$ cat config.mk
export PLATFORM = sky130hd
export DESIGN_NAME = ifetch_stage
export DESIGN_NICKNAME = d
export VERILOG_FILES = /design/src/rtl/ifetch_stage.sv
export SDC_FILE = /design/constraint.sdc
export NUM_CORES = 1
export LEC_CHECK = 0
export CORE_MARGIN = 5
export CORE_UTILIZATION = 47
export DETAILED_ROUTE_END_ITERATION = 6
export PLACE_DENSITY = 0.71
export SLEW_MARGIN = 20
export SYNTH_ARGS = -nofsm -noshare
export SYNTH_HDL_FRONTEND = slang
export SYNTH_SLANG_ARGS = --single-unit
$ cat constraint.sdc
create_clock -name clk -period 6.5 [get_ports clk]
set_clock_uncertainty 0.1 [all_clocks]
set_input_delay 0.65 -clock clk [delete_from_list [all_inputs] [get_ports clk]]
set_output_delay 0.65 -clock clk [all_outputs]
set_load 0.005 [all_outputs]
$ cat src/rtl/ifetch_stage.sv
// Instruction-fetch front end: owns the fetch PC, issues single-outstanding word
// reads to instruction memory and queues returned words with their PCs for decode.
module ifetch_stage #(
    parameter int unsigned DEPTH    = 4,
    parameter logic [31:0] RESET_PC = 32'h0000_0000
) (
    input  logic        clk,
    input  logic        reset,
    output logic        imem_req,
    output logic [31:0] imem_addr,
    input  logic        imem_ack,
    input  logic [31:0] imem_rdata,
    output logic        if_valid,
    output logic [31:0] if_instr,
    output logic [31:0] if_pc,
    output logic [31:0] if_pcplus4,
    input  logic        id_ready,
    input  logic        redirect,
    input  logic [31:0] redirect_pc
);

    localparam int unsigned PTR_W = (DEPTH > 1) ? $clog2(DEPTH) : 1;
    localparam int unsigned CNT_W = PTR_W + 1;

    logic [31:0]      r_fetch_pc;
    logic [31:0]      r_req_pc;
    logic             r_outstanding;
    logic             r_discard;
    logic [PTR_W-1:0] r_rd;
    logic [PTR_W-1:0] r_wr;
    logic [CNT_W-1:0] r_count;
    logic [31:0]      r_instr [DEPTH];
    logic [31:0]      r_pc    [DEPTH];

    logic             w_push;
    logic             w_pop;
    logic [CNT_W-1:0] w_count_after;
    logic [31:0]      w_redir_pc;

    // Handshake decode and the request rule; a request is only made when the
    // queue is guaranteed to have room for its response.
    always_comb begin
        w_push        = 1'b0;
        w_pop         = 1'b0;
        w_count_after = r_count;
        imem_req      = 1'b0;
        w_redir_pc    = redirect_pc & 32'hFFFF_FFFC;

        w_push        = imem_ack && r_outstanding && !r_discard && !redirect;
        w_pop         = (r_count != '0) && id_ready && !redirect;
        w_count_after = r_count + CNT_W'(w_push) - CNT_W'(w_pop);
        imem_req      = reset && !redirect && (!r_outstanding || imem_ack)
                        && (w_count_after < CNT_W'(DEPTH));
    end

    assign imem_addr  = r_fetch_pc;
    assign if_valid   = (r_count != '0);
    assign if_instr   = r_instr[r_rd];
    assign if_pc      = r_pc[r_rd];
    assign if_pcplus4 = r_pc[r_rd] + 32'd4;

    // Fetch PC, outstanding/discard tracking and queue pointers.
    always_ff @(posedge clk or negedge reset) begin
        if (!reset) begin
            r_fetch_pc    <= RESET_PC;
            r_req_pc      <= RESET_PC;
            r_outstanding <= 1'b0;
            r_discard     <= 1'b0;
            r_rd          <= '0;
            r_wr          <= '0;
            r_count       <= '0;
        end else begin
            if (imem_req) begin
                r_outstanding <= 1'b1;
            end else if (imem_ack) begin
                r_outstanding <= 1'b0;
            end

            if (redirect) begin
                // A response still in flight belongs to the old stream.
                r_discard  <= r_outstanding && !imem_ack;
                r_fetch_pc <= w_redir_pc;
                r_rd       <= '0;
                r_wr       <= '0;
                r_count    <= '0;
            end else begin
                if (imem_ack) begin
                    r_discard <= 1'b0;
                end
                if (imem_req) begin
                    r_fetch_pc <= r_fetch_pc + 32'd4;
                    r_req_pc   <= r_fetch_pc;
                end
                if (w_push) begin
                    r_wr <= r_wr + PTR_W'(1);
                end
                if (w_pop) begin
                    r_rd <= r_rd + PTR_W'(1);
                end
                r_count <= w_count_after;
            end
        end
    end

    // Queue storage needs no reset; the count gates every read.
    always_ff @(posedge clk) begin
        if (w_push) begin
            r_instr[r_wr] <= imem_rdata;
            r_pc[r_wr]    <= r_req_pc;
        end
    end

endmodule

== Word-level counts from Yosys, hierarchy flattened ==
Memories as Yosys holds them, arrays and structs flattened.
Cells that the tools add are included.

* Bits in registers: 73
* Bits in latches: 0
* Bits in writable memories: 256
* Memory bits (read-only): 0
* Bits of input ports: 69
* Memories kept: 2

{| class="wikitable"
|+ Memory list
! memory !! words !! bits a word !! read ports !! clocked after Yosys merged registers in !! wr ports !! line !! RTL
|-
| r_instr || 4 || 32 || 1 || 0 || 1 || 32 || <nowiki>logic [31:0] r_instr [DEPTH];</nowiki>
|-
| r_pc || 4 || 32 || 1 || 0 || 1 || 33 || <nowiki>logic [31:0] r_pc [DEPTH];</nowiki>
|}

* $add $sub $neg: 6
* Multiply operators: 0
* Divide/modulo/power cells: 0
* Order comparisons: 1
* Equal/unequal tests: 0
* Shift-type cells: 0
* Muxes and demuxes: 12
* Bitwise logic cells: 1
* Reduce and logical (&&, ||, !) cells: 21

{| class="wikitable"
|+ Operators with widths
! cell !! count
|-
| adder 32 x 3 -> 32 bit (second input constant) || 2
|-
| 2-to-1 mux 32 bit || 2
|-
| nonzero test 2 bit || 5
|-
| logical AND 1 bit || 9
|-
| 2-to-1 mux 2 bit || 4
|-
| 2-to-1 mux 1 bit || 5
|-
| adder 2 x 1 -> 2 bit (second input constant) || 2
|-
| zero test 1 bit || 4
|-
| adder 3 x 1 -> 3 bit || 1
|-
| < comparator 3 bit (second input constant) || 1
|-
| 2-to-1 mux 3 bit || 1
|-
| nonzero test 3 bit || 1
|-
| subtractor 3 x 1 -> 3 bit || 1
|-
| AND reduction 2 bit || 1
|-
| logical OR 1 bit || 1
|-
| inverter 1 bit || 1
|}

== Longest topological paths before layout ==
* Depth after elaboration: 9
* Gate-level depth with buffers: 17

== Least setup slack after synthesis ==
Ideal clock, no wire load.

* Path type: input to output
* Start point: in redirect
* End point: out imem_req
* Arrival time: 3396 ps
* Data required time: 5750 ps
* Slack: 2354 ps
* Stages on the path: 15
* Path buffers: 5
* Cell sequence: clkbuf_1 > clkbuf_1 > nor2_1 > inv_1 > ha_1 > inv_1 > ha_1 > inv_1 > fa_1 > xor3_1 > or4b_1 > buf_2 > clkinv_1 > buf_2 > buf_2

* Cells in the longest elaborated chain, start to end: 6

{| class="wikitable"
|+ RTL lines
! what !! line !! RTL
|-
| start, declared || 18 || <nowiki>input logic redirect,</nowiki>
|-
| zero test 1 bit * || 49, 50, 52 ||
|-
| logical AND 1 bit || 49 || <nowiki>w_push = imem_ack && r_outstanding && !r_discard && !redirect;</nowiki>
|-
| adder 3 x 1 -> 3 bit || 51 || <nowiki>w_count_after = r_count + CNT_W'(w_push) - CNT_W'(w_pop);</nowiki>
|-
| subtractor 3 x 1 -> 3 bit || 51 ||
|-
| < comparator 3 bit || 53 || <nowiki>&& (w_count_after < CNT_W'(DEPTH));</nowiki>
|-
| logical AND 1 bit * || 53 ||
|-
| end, declared || 9 || <nowiki>output logic imem_req,</nowiki>
|}

Every way passes the cells marked *; elsewhere a longest branch is shown, timed or not.

== Final worst setup path ==
* Start point: in imem_ack
* End point: out imem_req

* Cells in the longest elaborated chain, start to end: 7

{| class="wikitable"
|+ RTL lines
! what !! line !! RTL
|-
| start, declared || 11 || <nowiki>input logic imem_ack,</nowiki>
|-
| logical AND 1 bit (3 in series) || 49 ||
|-
| adder 3 x 1 -> 3 bit || 51 ||
|-
| subtractor 3 x 1 -> 3 bit || 51 ||
|-
| < comparator 3 bit || 53 ||
|-
| logical AND 1 bit * || 53 ||
|}

Marks and branches as above.

==> flow_summary.json <==
{
  "synth_compound_area_share_pct": 3.75,
  "p_int_mw": 4.50,
  "finalWorstPathRequiredPeriod_ns": 5.02,
  "cpMostUsedCell": "inv_1",
  "placeableCoreArea_um2": 27000,
  "start_util_pct": 47.9,
  "grt_use_total_pct": 17.9,
  "synthToLayoutAreaGrowth_pct": 25.7,
  "power_frac_comb_pct": 25.0,
  "drive_gt1_share_pct": 13.8,
  "switching_share_pct": 26.9,
  "yosys.area.top_type": "edfxtp_1",
  "cts_tree": "yes",
  "cts_root_buf": "clkbuf_16",
  "hpwl_um": 17800,
  "clockBufferDepth": 3,
  "slowest_delay_ns": 0.89,
  "place_ws_ns": 1.26,
  "final_cell_area_um2": 16300,
  "ff2ff_setup_slack_ns": 1.89,
  "r2r_cells": 14,
  "crit_fanout": 22,
  "drv_slew": 0,
  "num-nets-final": 1074,
  "start_kind": "input port",
  "drc": 0,
  "cts_setup_buffers": 0,
  "holdCritPathClass": "in2async",
  "ctsResizeCount": 0,
  "cap_viol_max_count": 0,
  "irDropWorstVdd_uv": 203,
  "placementRows": 60,
  "die_h_um": 176,
  "synth-simple-area-share_pct": 9.14,
  "r2r_end": "imem_addr[26]$_DFFE_PN0P_",
  "synth_common_cells": "edfxtp_1, nand2_1, dfrtp_1",
  "cts.sinks": 317,
  "synth_area_leaders": "edfxtp_1, dfrtp_1, mux4_2, nand2_1, xnor2_1",
  "synth-seq-cells": 317,
  "setup_viol": 0,
  "wl_per_cell_um": 20.2,
  "wirelength_um": 27400,
  "synthArstFlopShare_pct": 21.8,
  "synth_top_family_by_area": "multiplexers",
  "worst_pin_slew_ns": 1.06,
  "synth_adder_area_share_pct": 0.928,
  "timing.fmax_mhz": 199,
  "placed_area_um2": 15200,
  "synth_most_common_cell": "edfxtp_1",
  "switching_power_mw": 1.65,
  "yosysSeqAreaShare_pct": 70.9,
  "cp.buffers_inverters": 6,
  "io_pins": 199,
  "place.gp.congestion": 0.809,
  "synthesis.area_um2": 12900,
  "grt_pass1_vias": 7810,
  "grt_max_degree": 70,
  "first_iter_violations": 579,
  "overflow": 0,
  "leakagePower_nw": 5.75,
  "cts_buffers": 31,
  "finalCritPeriodShare_pct": 77.2,
  "seqPwrFrac_pct": 45.0,
  "cp_top_family": "buffers and inverters",
  "avgSynthCellArea_um2": 16.2,
  "synth.distinct_cells": 54,
  "die_w_um": 176,
  "htree_levels": 1,
  "rsz0062_at_grt": "no",
  "synth_top_area_share_pct": 57.5,
  "setup_ws_ns": 1.48,
  "ys_warn_count": 0,
  "grt_pass1_wl_um": 43800,
  "hold_violations": 0,
  "path_class": "in2out",
  "required_ns": 5.75,
  "postRouteAntennaNets": 0,
  "postSynthCellCount": 797,
  "crit_chain": "clkdlybuf4s50_1 > nand3b_1 > nor2_1 > inv_1 > ha_1 > inv_1 > ha_1 > inv_1 > fa_1 > xor3_1 > or4b_2 > clkinv_1 > clkdlybuf4s50_1",
  "power.share.clock_pct": 30.1,
  "powerDensity_nw_per_um2": 378,
  "clock_latency_ns": 0.54,
  "critical_path_arrival_ns": 4.27,
  "synth_xor_xnor_area_share_pct": 2.28,
  "antenna_cells": 0,
  "synth_mux_area_share_pct": 10.9,
  "die-area_um2": 31000,
  "worst_path_max_delay_cell": "or4b_2",
  "setup_tns_ns": 0,
  "end_kind": "output pin",
  "hold_buffers": 0,
  "portBuffers": 190,
  "via_count": 7538,
  "max_slew_margin_pct": 29.5,
  "setup.worst_path.start": "imem_ack",
  "cts.clk_slew.worst_paths_ns": 0.07,
  "ys_dominant_reg_cell": "edfxtp_1",
  "vias_per_cell": 5.54,
  "r2r_start": "r_count[1]$_DFF_PN0_",
  "dr.pass1.iters": 5,
  "antenna_found_initial": 0,
  "status": "finished clean",
  "synth-edff-count": 248
}
==> power by group through the flow <==
| stage | Combinational [mW] | Clock (mW) | Sequential (mW) |
|---|---|---|---|
| floorplan | 0.866 | 0 | 2.66 |
| global placement | 1.55 | 0 | 2.79 |
| detailed placement | 1.56 | 0 | 2.81 |
| CTS | 1.57 | 1.89 | 2.77 |
| global route | 1.68 | 1.99 | 2.82 |
| finish | 1.54 | 1.85 | 2.77 |
==> kinds of logic after synthesis <==
family          count (synthesis)
mux                            64
xor+xnor                       32
fa+ha+maj                       9
buf+inv                        56
simple gates                  248
other cells                     1
compound gates                 70
flops                         317
==> metal layers <==
layer	GRT usage, %	wire length, um	vias to the layer above
met5	0	0	-
met2	27.6	12400	305
met3	3.30	2100	33
li1	-	-	3462
met4	3.87	486	0
met1	27.1	12500	3738
==> worst register-to-register path: cells and delay by family (launching register included) <==
kind            cells  cell delay (ns)
simple gates        6             2.25
flops               1             0.42
xor+xnor            1             0.20
compound gates      1             0.23
fa+ha+maj           3             0.78
buf+inv             3             0.50
==> worst max-delay path by stage <==
stage	to	cells past startpoint
global route	if_pcplus4[31]	7
CTS	imem_req	13
detailed placement	imem_addr[26]$_DFFE_PN0P_	15
floorplan	imem_req	15
finish	imem_req	13
global placement	imem_addr[26]$_DFFE_PN0P_	15
==> state kept, by name (all words and copies together) (netlist names) <==
| register | count |
|---|---|
| r_req_pc | 30 |
| r_instr | 128 |
| r_rd | 2 |
| r_pc | 120 |
| r_wr | 2 |
| r_outstanding | 1 |
| imem_addr | 30 |
| r_discard | 1 |
| r_count | 3 |
==> placed cells by master, fill, tap and decap left out, types with 5 or more instances in the layout <==
| master | instances |
|---|---|
| nor2_1 | 30 |
| clkdlybuf4s50_1 | 189 |
| and4_1 | 5 |
| mux4_2 | 62 |
| and2_1 | 9 |
| a31oi_1 | 7 |
| inv_1 | 15 |
| clkbuf_16 | 35 |
| o311ai_0 | 10 |
| clkbuf_8 | 7 |
| and3_1 | 12 |
| buf_4 | 11 |
| nand2_1 | 126 |
| nand4_1 | 11 |
| xnor2_1 | 22 |
| conb_1 | 6 |
| ha_1 | 8 |
| edfxtp_1 | 248 |
| clkinv_2 | 7 |
| o21ai_0 | 24 |
| nand3_1 | 27 |
| nor4_1 | 6 |
| dfrtp_1 | 67 |
| xor2_1 | 9 |
==> final cells by class <==
class / instances / area, um^2
clock inverter: 12 / 115
timing repair buffer: 201 / 1980
multi-input combinational: 429 / 3530
inverter: 16 / 60.1
clock buffer: 45 / 983
sequential: 317 / 9180
fill: 2016 / 10800
tap: 341 / 427
==> stage by stage <==
stage	std cells	hold WS [ns]	power, mW	util, %
global placement	1304	0.395	4.34	56.1
floorplan	802	0.254	3.52	-
finish	1361	0.289	6.16	60.2
CTS	1361	0.322	6.23	60.2
detailed placement	1304	0.409	4.37	56.1
global route	1361	0.371	6.49	60.2
No activity file was read; power rests on OpenSTA's default activity.
